==> src/rtl/rr_packet_arbiter_pkg.sv <==
// Shared definitions for the round-robin packet arbiter.
//   arb_state_e : FSM encoding (IDLE = no owner, LOCKED = a packet is in flight)
//   MAX_REQ     : widest requester vector the rotl helper handles
//   rotl()      : rotate a one-hot vector left by one inside an n-bit field,
//                 so bit n-1 wraps to bit 0
package rr_packet_arbiter_pkg;

  typedef enum logic {
    IDLE   = 1'b0,
    LOCKED = 1'b1
  } arb_state_e;

  localparam int MAX_REQ = 32;

  // vec must be zero above bit n-1. The mask drops the bit shifted out
  // of the n-bit field; the right shift brings bit n-1 back to bit 0.
  function automatic logic [MAX_REQ-1:0] rotl(input logic [MAX_REQ-1:0] vec,
                                               input int                 n);
    logic [MAX_REQ-1:0] mask;
    mask = (n >= MAX_REQ) ? '1 : ((MAX_REQ'(1) << n) - MAX_REQ'(1));
    return ((vec << 1) | (vec >> (n - 1))) & mask;
  endfunction

endpackage

==> src/rtl/poll_with_start_entry.sv <==
// Circular priority picker.
// The search starts at the one-hot start entry and moves toward higher
// indices. It then wraps to entry 0.
//   entry_vec_i   [ENTRIES_NUM] : candidate entries
//   start_entry_i [ENTRIES_NUM] : one-hot search start position
//   pick_o        [ENTRIES_NUM] : one-hot winner, zero when nothing is set
//   found_o                     : any entry set
module poll_with_start_entry #(
  parameter int ENTRIES_NUM = 4
) (
  input  logic [ENTRIES_NUM-1:0] entry_vec_i,
  input  logic [ENTRIES_NUM-1:0] start_entry_i,
  output logic [ENTRIES_NUM-1:0] pick_o,
  output logic                   found_o
);

  logic [ENTRIES_NUM-1:0] upper_mask;
  logic [ENTRIES_NUM-1:0] upper_req;

  // upper_mask covers the start bit and everything above it. The search
  // takes the lowest set bit there first, then the lowest set bit overall
  // (the wrap). x & -x isolates the lowest set bit.
  always_comb begin
    upper_mask = ~(start_entry_i - ENTRIES_NUM'(1));
    upper_req  = entry_vec_i & upper_mask;
    if (|upper_req) begin
      pick_o = upper_req & (~upper_req + ENTRIES_NUM'(1));
    end else begin
      pick_o = entry_vec_i & (~entry_vec_i + ENTRIES_NUM'(1));
    end
    found_o = |entry_vec_i;
  end

endmodule

==> src/rtl/rr_packet_arbiter.sv <==
// Round-robin, packet-atomic arbiter. It shares one output channel among
// REQ_NUM requesters and holds the grant until the packet's last beat is
// accepted.
//
// Ports:
//   clk, rst_n          : clock, asynchronous active-low reset
//   req_valid/last/data : per-requester beat (requester i occupies
//                         req_data[i*DATA_WIDTH +: DATA_WIDTH])
//   req_ready           : per-requester accept, at most one bit set
//   out_valid/last/data : selected beat toward the shared link
//   out_ready           : downstream accept
//   grant               : one-hot current owner, or zero
//   busy                : high while in LOCKED (the FSM state made visible)
//
// Handshake: a beat moves when valid and ready are both high on a rising
// clk edge. out_valid follows the granted requester's req_valid. Only the
// granted requester sees out_ready on its req_ready. Valid never depends
// on ready.
//
// REQ_NUM must be between 2 and rr_packet_arbiter_pkg::MAX_REQ.
module rr_packet_arbiter
  import rr_packet_arbiter_pkg::*;
#(
  parameter int REQ_NUM    = 4,
  parameter int DATA_WIDTH = 64
) (
  input  logic                          clk,
  input  logic                          rst_n,
  input  logic [REQ_NUM-1:0]            req_valid,
  input  logic [REQ_NUM-1:0]            req_last,
  input  logic [REQ_NUM*DATA_WIDTH-1:0] req_data,
  output logic [REQ_NUM-1:0]            req_ready,
  output logic                          out_valid,
  output logic                          out_last,
  output logic [DATA_WIDTH-1:0]         out_data,
  input  logic                          out_ready,
  output logic [REQ_NUM-1:0]            grant,
  output logic                          busy
);

  arb_state_e         state_q, state_d;
  logic [REQ_NUM-1:0] owner_q, owner_d;
  logic [REQ_NUM-1:0] rr_ptr_q, rr_ptr_d;
  logic [REQ_NUM-1:0] pick;
  logic               found;
  logic               xfer;
  logic               last_xfer;

  poll_with_start_entry #(
    .ENTRIES_NUM(REQ_NUM)
  ) u_poll (
    .entry_vec_i  (req_valid),
    .start_entry_i(rr_ptr_q),
    .pick_o       (pick),
    .found_o      (found)
  );

  // State register
  always_ff @(posedge clk or negedge rst_n) begin
    if (!rst_n) begin
      state_q  <= IDLE;
      owner_q  <= '0;
      rr_ptr_q <= REQ_NUM'(1);
    end else begin
      state_q  <= state_d;
      owner_q  <= owner_d;
      rr_ptr_q <= rr_ptr_d;
    end
  end

  // Next state
  always_comb begin
    state_d  = state_q;
    owner_d  = owner_q;
    rr_ptr_d = rr_ptr_q;
    unique case (state_q)
      IDLE: begin
        if (found) begin
          if (last_xfer) begin
            // A single-beat packet finishes in the same cycle it is picked,
            // so there is nothing to lock. Just advance the pointer.
            rr_ptr_d = REQ_NUM'(rotl(MAX_REQ'(pick), REQ_NUM));
          end else begin
            // Lock on a partial transfer and also on a stall. Locking on a
            // stall keeps the offered beat stable even if a higher-priority
            // requester shows up next cycle.
            state_d = LOCKED;
            owner_d = pick;
          end
        end
      end
      LOCKED: begin
        if (last_xfer) begin
          state_d  = IDLE;
          owner_d  = '0;
          rr_ptr_d = REQ_NUM'(rotl(MAX_REQ'(owner_q), REQ_NUM));
        end
      end
      default: begin
        state_d = IDLE;
      end
    endcase
  end

  // Outputs
  always_comb begin
    grant = '0;
    // Gate on rst_n so every output drops as soon as reset asserts, even
    // while requesters keep req_valid high.
    if (rst_n) begin
      unique case (state_q)
        IDLE:    grant = found ? pick : '0;
        LOCKED:  grant = owner_q;
        default: grant = '0;
      endcase
    end
  end

  always_comb begin
    out_data = '0;
    for (int i = 0; i < REQ_NUM; i++) begin
      if (grant[i]) begin
        out_data = out_data | req_data[i*DATA_WIDTH +: DATA_WIDTH];
      end
    end
  end

  assign out_valid = |(grant & req_valid);
  assign out_last  = |(grant & req_last);
  assign req_ready = grant & {REQ_NUM{out_ready}};
  assign xfer      = out_valid & out_ready;
  assign last_xfer = xfer & out_last;
  assign busy      = (state_q == LOCKED);

endmodule

==> config.mk <==
export PLATFORM = sky130hd
export DESIGN_NAME = rr_packet_arbiter
export DESIGN_NICKNAME = d
export VERILOG_FILES = /design/src/rtl/rr_packet_arbiter_pkg.sv /design/src/rtl/poll_with_start_entry.sv /design/src/rtl/rr_packet_arbiter.sv
export SDC_FILE = /design/constraint.sdc
export NUM_CORES = 1
export LEC_CHECK = 0
export CAP_MARGIN = 25
export CORE_AREA = 4 4 129 131
export DETAILED_ROUTE_END_ITERATION = 8
export DIE_AREA = 0 0 133 135
export DONT_BUFFER_PORTS = 1
export SETUP_SLACK_MARGIN = 0.5
export SLEW_MARGIN = 10
export SYNTH_ARGS = -nofsm -noshare
export SYNTH_HDL_FRONTEND = slang
export SYNTH_SLANG_ARGS = --single-unit
==> constraint.sdc <==
create_clock -name clk -period 2.7 [get_ports clk]
set_input_delay 0.54 -clock clk [delete_from_list [all_inputs] [get_ports clk]]
set_output_delay 0.54 -clock clk [all_outputs]
set_load 0.03 [all_outputs]
## Yosys cells after proc, flatten, opt, wreduce, memory -nomap -nowiden

Cells that the tools add are included.

- Equality and inequality tests: 4
- Reductions and logical operators: 6
- Muxes and demuxes: 19
- $add $sub $neg: 3
- Bitwise logic cells: 17

Operator list:

| operator | count |
|---|---|
| 2-to-1 mux 64 bit | 4 |
| OR 64 bit | 3 |
| 2-to-1 mux 4 bit | 9 |
| bitwise AND 4 bit | 6 |
| case mux 4 bit (2 select lines) | 3 |
| OR reduction 4 bit | 4 |
| NOT 4 bit | 3 |
| adder 4 x 1 -> 4 bit, second input constant | 2 |
| OR 4 x 1 -> 4 bit | 2 |
| != test 2 bit, second input constant | 3 |
| AND reduction 3 bit | 2 |
| subtractor 4 x 1 -> 4 bit, second input constant | 1 |
| bitwise AND 1 bit | 2 |
| 2-to-1 mux 1 bit | 2 |
| != test 2 x 1 -> 1 bit, second input constant | 1 |
| case mux 1 bit (2 select lines) | 1 |
| NOT 1 bit | 1 |

- Register bits after elaboration: 9
- Output and inout bits: 75
- Word-level logic and storage cells: 52

## Longest topological paths before layout

Gate-level depths: netlist of run 1.

- Depth after elaboration: 17
- Depth in mapped cells: 11

## Cells and area by module

From an unflattened synthesis of run 1, not the netlist that was laid out.

- Cells, all modules: 317
- Area, all modules: 2182.1 µm²

By module, submodules not included:

| module | instances | area an instance (µm²) | cells each |
|---|---|---|---|
| rr_packet_arbiter | 1 | 2015.7 | 293 |
| poll_with_start_entry | 1 | 166.4 | 24 |

## Worst setup path after synthesis of run 1

No wires, ideal clock.

- Path kind: register to output
- From: register rr_ptr_q[0]
- To: output port out_data[55]
- Cell stages (with the launch flop): 9
- Setup slack: -532 ps
- Data required time: 2160 ps
- Arrival time: 2692 ps
- Cells stage by stage: dfstp_2 > inv_1 > ha_1 > a221o_2 > o31a_1 > nor2b_1 > clkbuf_1 > a222oi_1 > nand2_1

RTL lines:

| element | RTL line | source |
|---|---|---|
| start, declared | rr_packet_arbiter.sv:43 | `logic [REQ_NUM-1:0] rr_ptr_q, rr_ptr_d;` |
| start signal, assigned | rr_packet_arbiter.sv:67 | `rr_ptr_q <= rr_ptr_d;` |
| subtractor 4 x 1 -> 4 bit * | poll_with_start_entry.sv:24 | `upper_mask = ~(start_entry_i - ENTRIES_NUM'(1));` |
| NOT 4 bit * | poll_with_start_entry.sv:24 |  |
| bitwise AND 4 bit * | poll_with_start_entry.sv:25 | `upper_req = entry_vec_i & upper_mask;` |
| NOT 4 bit | poll_with_start_entry.sv:27 | `pick_o = upper_req & (~upper_req + ENTRIES_NUM'(1));` |
| adder 4 x 1 -> 4 bit | poll_with_start_entry.sv:27 |  |
| bitwise AND 4 bit | poll_with_start_entry.sv:27 |  |
| 2-to-1 mux 4 bit * | poll_with_start_entry.sv:26 | `if (\|upper_req) begin` |
| 2-to-1 mux 4 bit * | rr_packet_arbiter.sv:112 | `IDLE: grant = found ? pick : '0;` |
| case mux 4 bit (2 select lines) * | rr_packet_arbiter.sv:111 | `unique case (state_q)` |
| 2-to-1 mux 4 bit * | rr_packet_arbiter.sv:110 | `if (rst_n) begin` |
| via grant[3] | rr_packet_arbiter.sv:37 | `output logic [REQ_NUM-1:0] grant,` |
| 2-to-1 mux 64 bit * | rr_packet_arbiter.sv:122 | `if (grant[i]) begin` |
| end, declared | rr_packet_arbiter.sv:35 | `output logic [DATA_WIDTH-1:0] out_data,` |

The timed path passes the listed nets; every way through them passes the cells marked *.

## Worst setup path after layout of run 1

- From: register rr_ptr_q[0]
- To: output port out_data[38]

- Cells in the longest elaborated chain, start to end: 17

RTL lines:

| element | RTL line | source |
|---|---|---|
| subtractor 4 x 1 -> 4 bit * | poll_with_start_entry.sv:24 |  |
| NOT 4 bit * | poll_with_start_entry.sv:24 |  |
| bitwise AND 4 bit * | poll_with_start_entry.sv:25 |  |
| NOT 4 bit | poll_with_start_entry.sv:27 |  |
| adder 4 x 1 -> 4 bit | poll_with_start_entry.sv:27 |  |
| bitwise AND 4 bit | poll_with_start_entry.sv:27 |  |
| 2-to-1 mux 4 bit * | poll_with_start_entry.sv:26 |  |
| 2-to-1 mux 4 bit * | rr_packet_arbiter.sv:112 |  |
| case mux 4 bit (2 select lines) * | rr_packet_arbiter.sv:111 |  |
| 2-to-1 mux 4 bit * | rr_packet_arbiter.sv:110 |  |
| 2-to-1 mux 64 bit | rr_packet_arbiter.sv:122 |  |
| OR 64 bit | rr_packet_arbiter.sv:123 | `out_data = out_data \| req_data[i*DATA_WIDTH +: DATA_WIDTH];` |
| 2-to-1 mux 64 bit | rr_packet_arbiter.sv:122 |  |
| OR 64 bit | rr_packet_arbiter.sv:123 |  |
| 2-to-1 mux 64 bit | rr_packet_arbiter.sv:122 |  |
| OR 64 bit | rr_packet_arbiter.sv:123 |  |
| 2-to-1 mux 64 bit * | rr_packet_arbiter.sv:122 |  |

Mark *: on every way between the ends. The rest lies on a longest branch, timed or not.

==> flow_metrics.py, run 1 <==
metrics = {
    "timing": {
        "final-setup-viol-count": 72,
        "clock.fmax_ghz": 0.316,
        "fin_crit_sh": 1.17,
        "timing.final.hold_violations": 0,
        "final.min_clock_period_ps": 3170,
        "worst_pin_slew_ps": 534,
        "timing.final.ws_setup_ps": -470,
        "slew_headroom": 0.644,
        "grt_setup_unrepaired": "yes",
        "slew_violations": 0,
        "skew_ps": 1.06,
    },
    "synth": {
        "syn_inst": 306,
        "syn_area_um2": 2070,
        "synth.most_common_cell": "nand2_1",
        "ys_warn_count": 0,
        "synth_top_area_share": 0.310,
        "yosys-top-cells-area": "a222oi_1 (31%), nand2_1 (24%), dfrtp_1 (9.7%), buf_2 (4.1%), o31ai_4 (3.1%)",
        "syn-num-nets": 574,
        "ys_types": 45,
        "synth_top_cell_by_area": "a222oi_1",
        "synth.yosys.seq_area_share": 0.110,
        "async_flop_share": 1.00,
        "postSynthAreaPerCell_um2": 6.75,
        "synth_top_flop_cell": "dfrtp_1",
        "synth_edf_count": 0,
        "ys_ff_latch": 9,
        "synth_common_cells": "nand2_1 (134), a222oi_1 (64), buf_2 (17), clkbuf_1 (12), dfrtp_1 (8)",
    },
    "final_layout": {
        "nets": 611,
        "drive_above_1_share": 0.497,
        "fillers": 1674,
        "syn2layout_area_growth_pct": 70.5,
    },
    "die": {
        "start_util": 0.133,
        "dieHeight_um": 135,
        "die_area_um2": 18000,
        "core_um2": 15600,
        "die_x_um": 133,
        "ios": 342,
        "rows": 46,
    },
    "worst_setup_path": {
        "worstPathCellList": "inv_2, ha_4, a221o_2, o31a_1, nor2b_4, buf_12, clkbuf_16, a222oi_1, nand2_2",
        "crit_type": "flip-flop to output pin",
        "r2r_start": "rr_ptr_q[0]",
        "timing.rr.end": "rr_ptr_q[3]",
        "cp-end-kind": "output pin",
        "rrSetupSlack_ps": 30,
        "reg2regPathDepth": 10,
        "slowest_stage": "dfstp_2",
        "start_kind": "flip-flop",
        "critPathArrivalTime_ps": 2630,
        "crit_fanout": 6,
        "critPathRequiredTime_ps": 2160,
        "slowest_delay_ps": 540,
    },
    "drt": {
        "dr.pass1.iters": 8,
        "via_per_inst": 5.42,
        "drt_wl_total_mm": 13.4,
        "drtIter0Drc": 474,
        "post-route-drc-count": 0,
        "wire_per_inst_um": 24.0,
        "ant_nets": 0,
        "dr_total_vias": 3027,
    },
    "power": {
        "total_power_w": 0.00371,
        "power_density_nw_per_um2": 1050,
        "leakage_nw": 1.41,
        "ir_drop_uv": 373,
    },
    "clock_network": {
        "cts_root_buf": "clkbuf_16",
        "cts_buffers": 3,
        "cts_tree": "built",
        "htreeDepth": 1,
        "cts.path.max_buffers": 2,
        "clock-sinks": 9,
        "insertion_delay_ps": 230,
        "clkTransAtPathRegs_ps": 40,
    },
    "placement": {
        "dp_hpwl_mm": 9.09,
        "gp_congestion": 0.870,
        "port_buffers": 0,
        "pre_cts_ws_ps": -228,
    },
    "global_route": {
        "grt_max_degree": 40,
        "overflow": 0,
        "grt_pass1_vias": 2680,
        "antenna_found_initial": 0,
        "grt.total_usage": 0.121,
        "grt_pass1_wl_mm": 16.8,
    },
    "job": {
        "drv_cap": 0,
    },
    "outcome": {
        "status": "finished with violations",
        "violations": "setup timing",
    },
    "worst_hold_path": {
        "hold_class": "input port to asynchronous set/reset pin",
    },
}
## state kept, by name, indices dropped and copies added (netlist names)
register	flops
owner_q	4
busy	1
rr_ptr_q	4
## worst max path at each step
stage	from	endpoint	slack (ps)
3_3_place_gp	rr_ptr_q[0]	out_data[47]	-180
6_report	rr_ptr_q[0]	out_data[38]	-470
3_5_place_dp	rr_ptr_q[1]	out_data[47]	-230
5_1_grt	rr_ptr_q[0]	out_data[38]	-560
2_1_floorplan	rr_ptr_q[0]	out_data[54]	-70
4_1_cts	rr_ptr_q[0]	out_data[47]	-450
## per-stage QoR
stage	TNS (ps)	util	hold WS [ps]	instances	area (µm²)
floorplan	-1860	-	244	306	2390
global placement	-3130	0.180	245	522	2800
detailed placement	-4540	0.180	245	522	2800
CTS	-26680	0.216	0.162	550	3360
global route	-36710	0.226	147	558	3520
finish	-28890	0.226	153	559	3520
## per-layer routing
layer	track usage	share of wire	wire length, µm
met3	0.0257	0.10	1380
met1	0.156	0.39	5210
met4	0.0196	0.012	161
met5	0	0	0
met2	0.213	0.50	6640
## layout by cell type (no fill, tap or decap), types with 3 or more instances in the layout
master	count
inv_1	4
o2bb2ai_1	4
a21oi_2	3
buf_8	3
buf_12	14
and3_4	3
o31ai_4	3
buf_6	10
nand2_1	69
a222oi_1	64
nor2_1	4
nand2_2	64
buf_4	25
clkbuf_16	6
and2_4	5
buf_16	5
dfrtp_1	8
bufbuf_16	3
## cell families (layout without fill, tap and decap cells)
group                    Yosys count  in the layout  share of synthesized area
AND/OR/NAND/NOR                  155            155                      0.320
flip-flops                         9              9                      0.110
other                              0              1                          0
XOR/XNOR                           1              1                    0.00424
adder cells (fa/ha/maj)            1              1                    0.00605
buffers and inverters             39             75                     0.0853
AO/OA/AOI/OAI                     98             98                      0.458
multiplexers                       3              3                     0.0169
## final cells by class
cell class	count	area [µm²]	share of cell area
diodes	1	2.50	0.000710
inverters	7	32.5	0.00923
repair buffers	64	946	0.268
clock buffers	4	78.8	0.0224
well taps	216	270	0.0767
flip-flops and latches	9	226	0.0643
multi-input cells	258	1970	0.558
## what timing repair did
item                                   in CTS  in global routing
resized for setup                          27                  8
setup buffers                              16                  4
pin swaps                                  25                 18
hold buffers                                0                  1
setup endpoints to repair                  83                 83
cloned                                      8                  3
endpoints found under the hold margin       0                  8
## worst max-delay path: cells and delay by family (launching register included)
family,cells,cell delay (ps)
DFF,1,540
and+or+nand+nor,2,450
AOI/OAI and AO/OA,3,810
adders and majority gates,1,220
buffers and inverters,3,370
## power breakdown
group	switching (W)	internal [W]	total (W)
clock network	0.0000595	0.000197	0.000256
registers	0.0000496	0.000195	0.000244
logic	0.00201	0.00120	0.00321
total	0.00212	0.00159	0.00371
(Power assumes the default switching activity.)
==> inputs of run 2 (changes only) <==
--- a/config.mk
+++ b/config.mk
@@ -7,6 +7,7 @@
 export LEC_CHECK = 0
 export CAP_MARGIN = 25
 export CORE_AREA = 4 4 129 131
+export CTS_CLUSTER_DIAMETER = 100
 export DETAILED_ROUTE_END_ITERATION = 8
 export DIE_AREA = 0 0 133 135
 export DONT_BUFFER_PORTS = 1
==> results of run 2 <==
No change in the layout: final DEF, timing and power equal those of run 1.
==> inputs of run 3 (changes only) <==
--- a/config.mk
+++ b/config.mk
@@ -12,7 +12,6 @@
 export DIE_AREA = 0 0 133 135
 export DONT_BUFFER_PORTS = 1
 export SETUP_SLACK_MARGIN = 0.5
-export SLEW_MARGIN = 10
 export SYNTH_ARGS = -nofsm -noshare
 export SYNTH_HDL_FRONTEND = slang
 export SYNTH_SLANG_ARGS = --single-unit
==> results of run 3 <==
No change in the layout: final DEF, timing and power equal those of run 1.
==> patch, RTL diff (config.mk and constraints of run 1) <==
Reset style: synchronous (`rst_n`), changed in one clocked block. Comments in the files are not updated.
--- a/src/rtl/rr_packet_arbiter.sv
+++ b/src/rtl/rr_packet_arbiter.sv
@@ -56,7 +56,7 @@
   );
 
   // State register
-  always_ff @(posedge clk or negedge rst_n) begin
+  always_ff @(posedge clk) begin
     if (!rst_n) begin
       state_q  <= IDLE;
       owner_q  <= '0;
Function: differs if rst_n is asserted again (counterexample within 4 cycles, from zero or initial values and one cycle with rst_n low); with rst_n held inactive, the same outputs for 10 cycles.
==> patch against run 1 <==
- sequential cell count did not move
- final area grew 26%
- global-route usage up 3.2 points
- final cell count rose by 8.4%
- largest cell class unchanged
- area after synthesis shrank 4.1%
- the run ends with design-rule violations, negative setup slack left
- highest routed layer unchanged
- worst setup slack lost 0.0041 ns
- wire length rose by 36%
Power is left out: it rests on default switching activity, and per cell area and clock period it moved more than threefold.
==> patch: results (changes against run 1) <==
Post-synth top cells=nand2_1, a222oi_1, clkbuf_1, buf_2, dfxtp_1 (was nand2_1, a222oi_1, buf_2, clkbuf_1, dfrtp_1); Min Hold Slack=0.390 ns (was 0.153 ns); crit path max-delay cell type=or4_4 (was dfstp_2); DRT Pass-1 Iters=9 (was 8); sequential share of the synthesized area=9.09% (was 11.0%); share of the synthesized area in the top cell type=32.8% (was 31.0%); mux share of post-synthesis cell area=0% (was 1.69%); DP HPWL=11100 microns (was 9090 microns); Net count, final=659 (was 611); dpl cell area=2820 sq um (was 2800 sq um); setup slack after layout=-0.474 ns (was -0.470 ns); compound-gate portion of the synthesized area=47.7% (was 45.8%); filler cell count=1618 (was 1674); pre-CTS setup slack=-0.133 ns (was -0.228 ns); syn nets=581 (was 574); Clock Skews=0.00154 ns (was 0.00106 ns); final setup vio count=79 (was 72); vias in the first global route=2965 (was 2680); Worst-Margin Slew=0.853 ns (was 0.534 ns); WP data arrival=2.63 ns (about the same); gr usage total=15.4% (was 12.1%); total number of vias=3521 (was 3027); Syn Inst Count=313 (was 306); failing checks=design-rule violations, negative setup slack (was negative setup slack); dominant cells by area after synthesis=a222oi_1, nand2_1, dfxtp_1, clkbuf_1, buf_2 (was a222oi_1, nand2_1, dfrtp_1, buf_2, o31ai_4); status=finished with violations (unchanged); Adder-Cell Fraction of Synth Area=0.631% (was 0.605%); Placed Instances=546 (was 522); final WL=18300 microns (was 13400 microns); setup slack, reg-to-reg=-0.21 ns (was 0.03 ns); drt drc=15 (was 0); share of cells above drive strength 1=62.8% (was 49.7%); antenna cells=0 (was 1); ys async rst share=0% (was 100%); predominant post-synthesis flop cell=dfxtp_1 (was dfrtp_1); worst r2r src=rr_ptr_q[3] (was rr_ptr_q[0]); Iter 0 DRT Violations=617 (was 474); post-route setup TNS=-27.52 ns (was -28.89 ns); CP delay by family, top=simple AND/OR/NAND/NOR gates (was compound AO/OA/AOI/OAI gates); Min-Delay Path Class=input pin to register (was input pin to asynchronous set/reset pin); Placer Congestion=0.881 (was 0.870); reg2reg path depth=13 (was 10)
-- patch: worst max-delay path by stage --
| stage | from | to | slack [ns] | depth (start not counted) |
|---|---|---|---|---|
| 4_1_cts | rr_ptr_q[3] | out_data[29] | -0.37 | 8 |
| 3_3_place_gp | rr_ptr_q[3] | out_data[29] | -0.09 | 8 |
| 6_report | rr_ptr_q[3] | out_data[14] | -0.47 | 8 |
| 5_1_grt | rr_ptr_q[3] | out_data[31] | -0.52 | 8 |
| 3_5_place_dp | rr_ptr_q[3] | out_data[29] | -0.13 | 8 |
| 2_1_floorplan | rr_ptr_q[3] | out_data[26] | 0.02 | 9 |
-- patch: final cells by class --
class / instances / area, sq um / area share [%]
clock buffer: 3 / 75.1 / 1.68
timing repair buffer: 105 / 1480 / 33.2
sequential: 9 / 185 / 4.16
clock inverter: 1 / 5.00 / 0.112
multi-input combinational: 266 / 2410 / 54.2
inverter: 6 / 25.0 / 0.562
tap: 216 / 270 / 6.07
-- patch: kinds of logic (layout without fill, tap and decap cells) --
logic type	count (synthesis)	count (layout)
and+or+nand+nor	165	165
AOI/OAI and AO/OA	99	99
buffers and inverters	38	115
DFF	9	9
adders and majority gates	1	1
xor gates and xnor gates	1	1
-- patch: repair_timing --
item                       CTS  global route
gates resized for setup     82            91
pin swaps                   43            50
setup endpoints to repair   83            83
cloned                       8            12
buffers inserted            19            17
-- patch: routing by layer --
| layer | vias to the layer above | GRT usage, % | share of wire (%) |
|---|---|---|---|
| met5 | - | 0 | 0 |
| met4 | 0 | 2.77 | 1.7 |
| met3 | 15 | 3.95 | 11 |
| met2 | 314 | 24.7 | 47 |
| met1 | 1773 | 21.0 | 41 |
| li1 | 1419 | - | - |
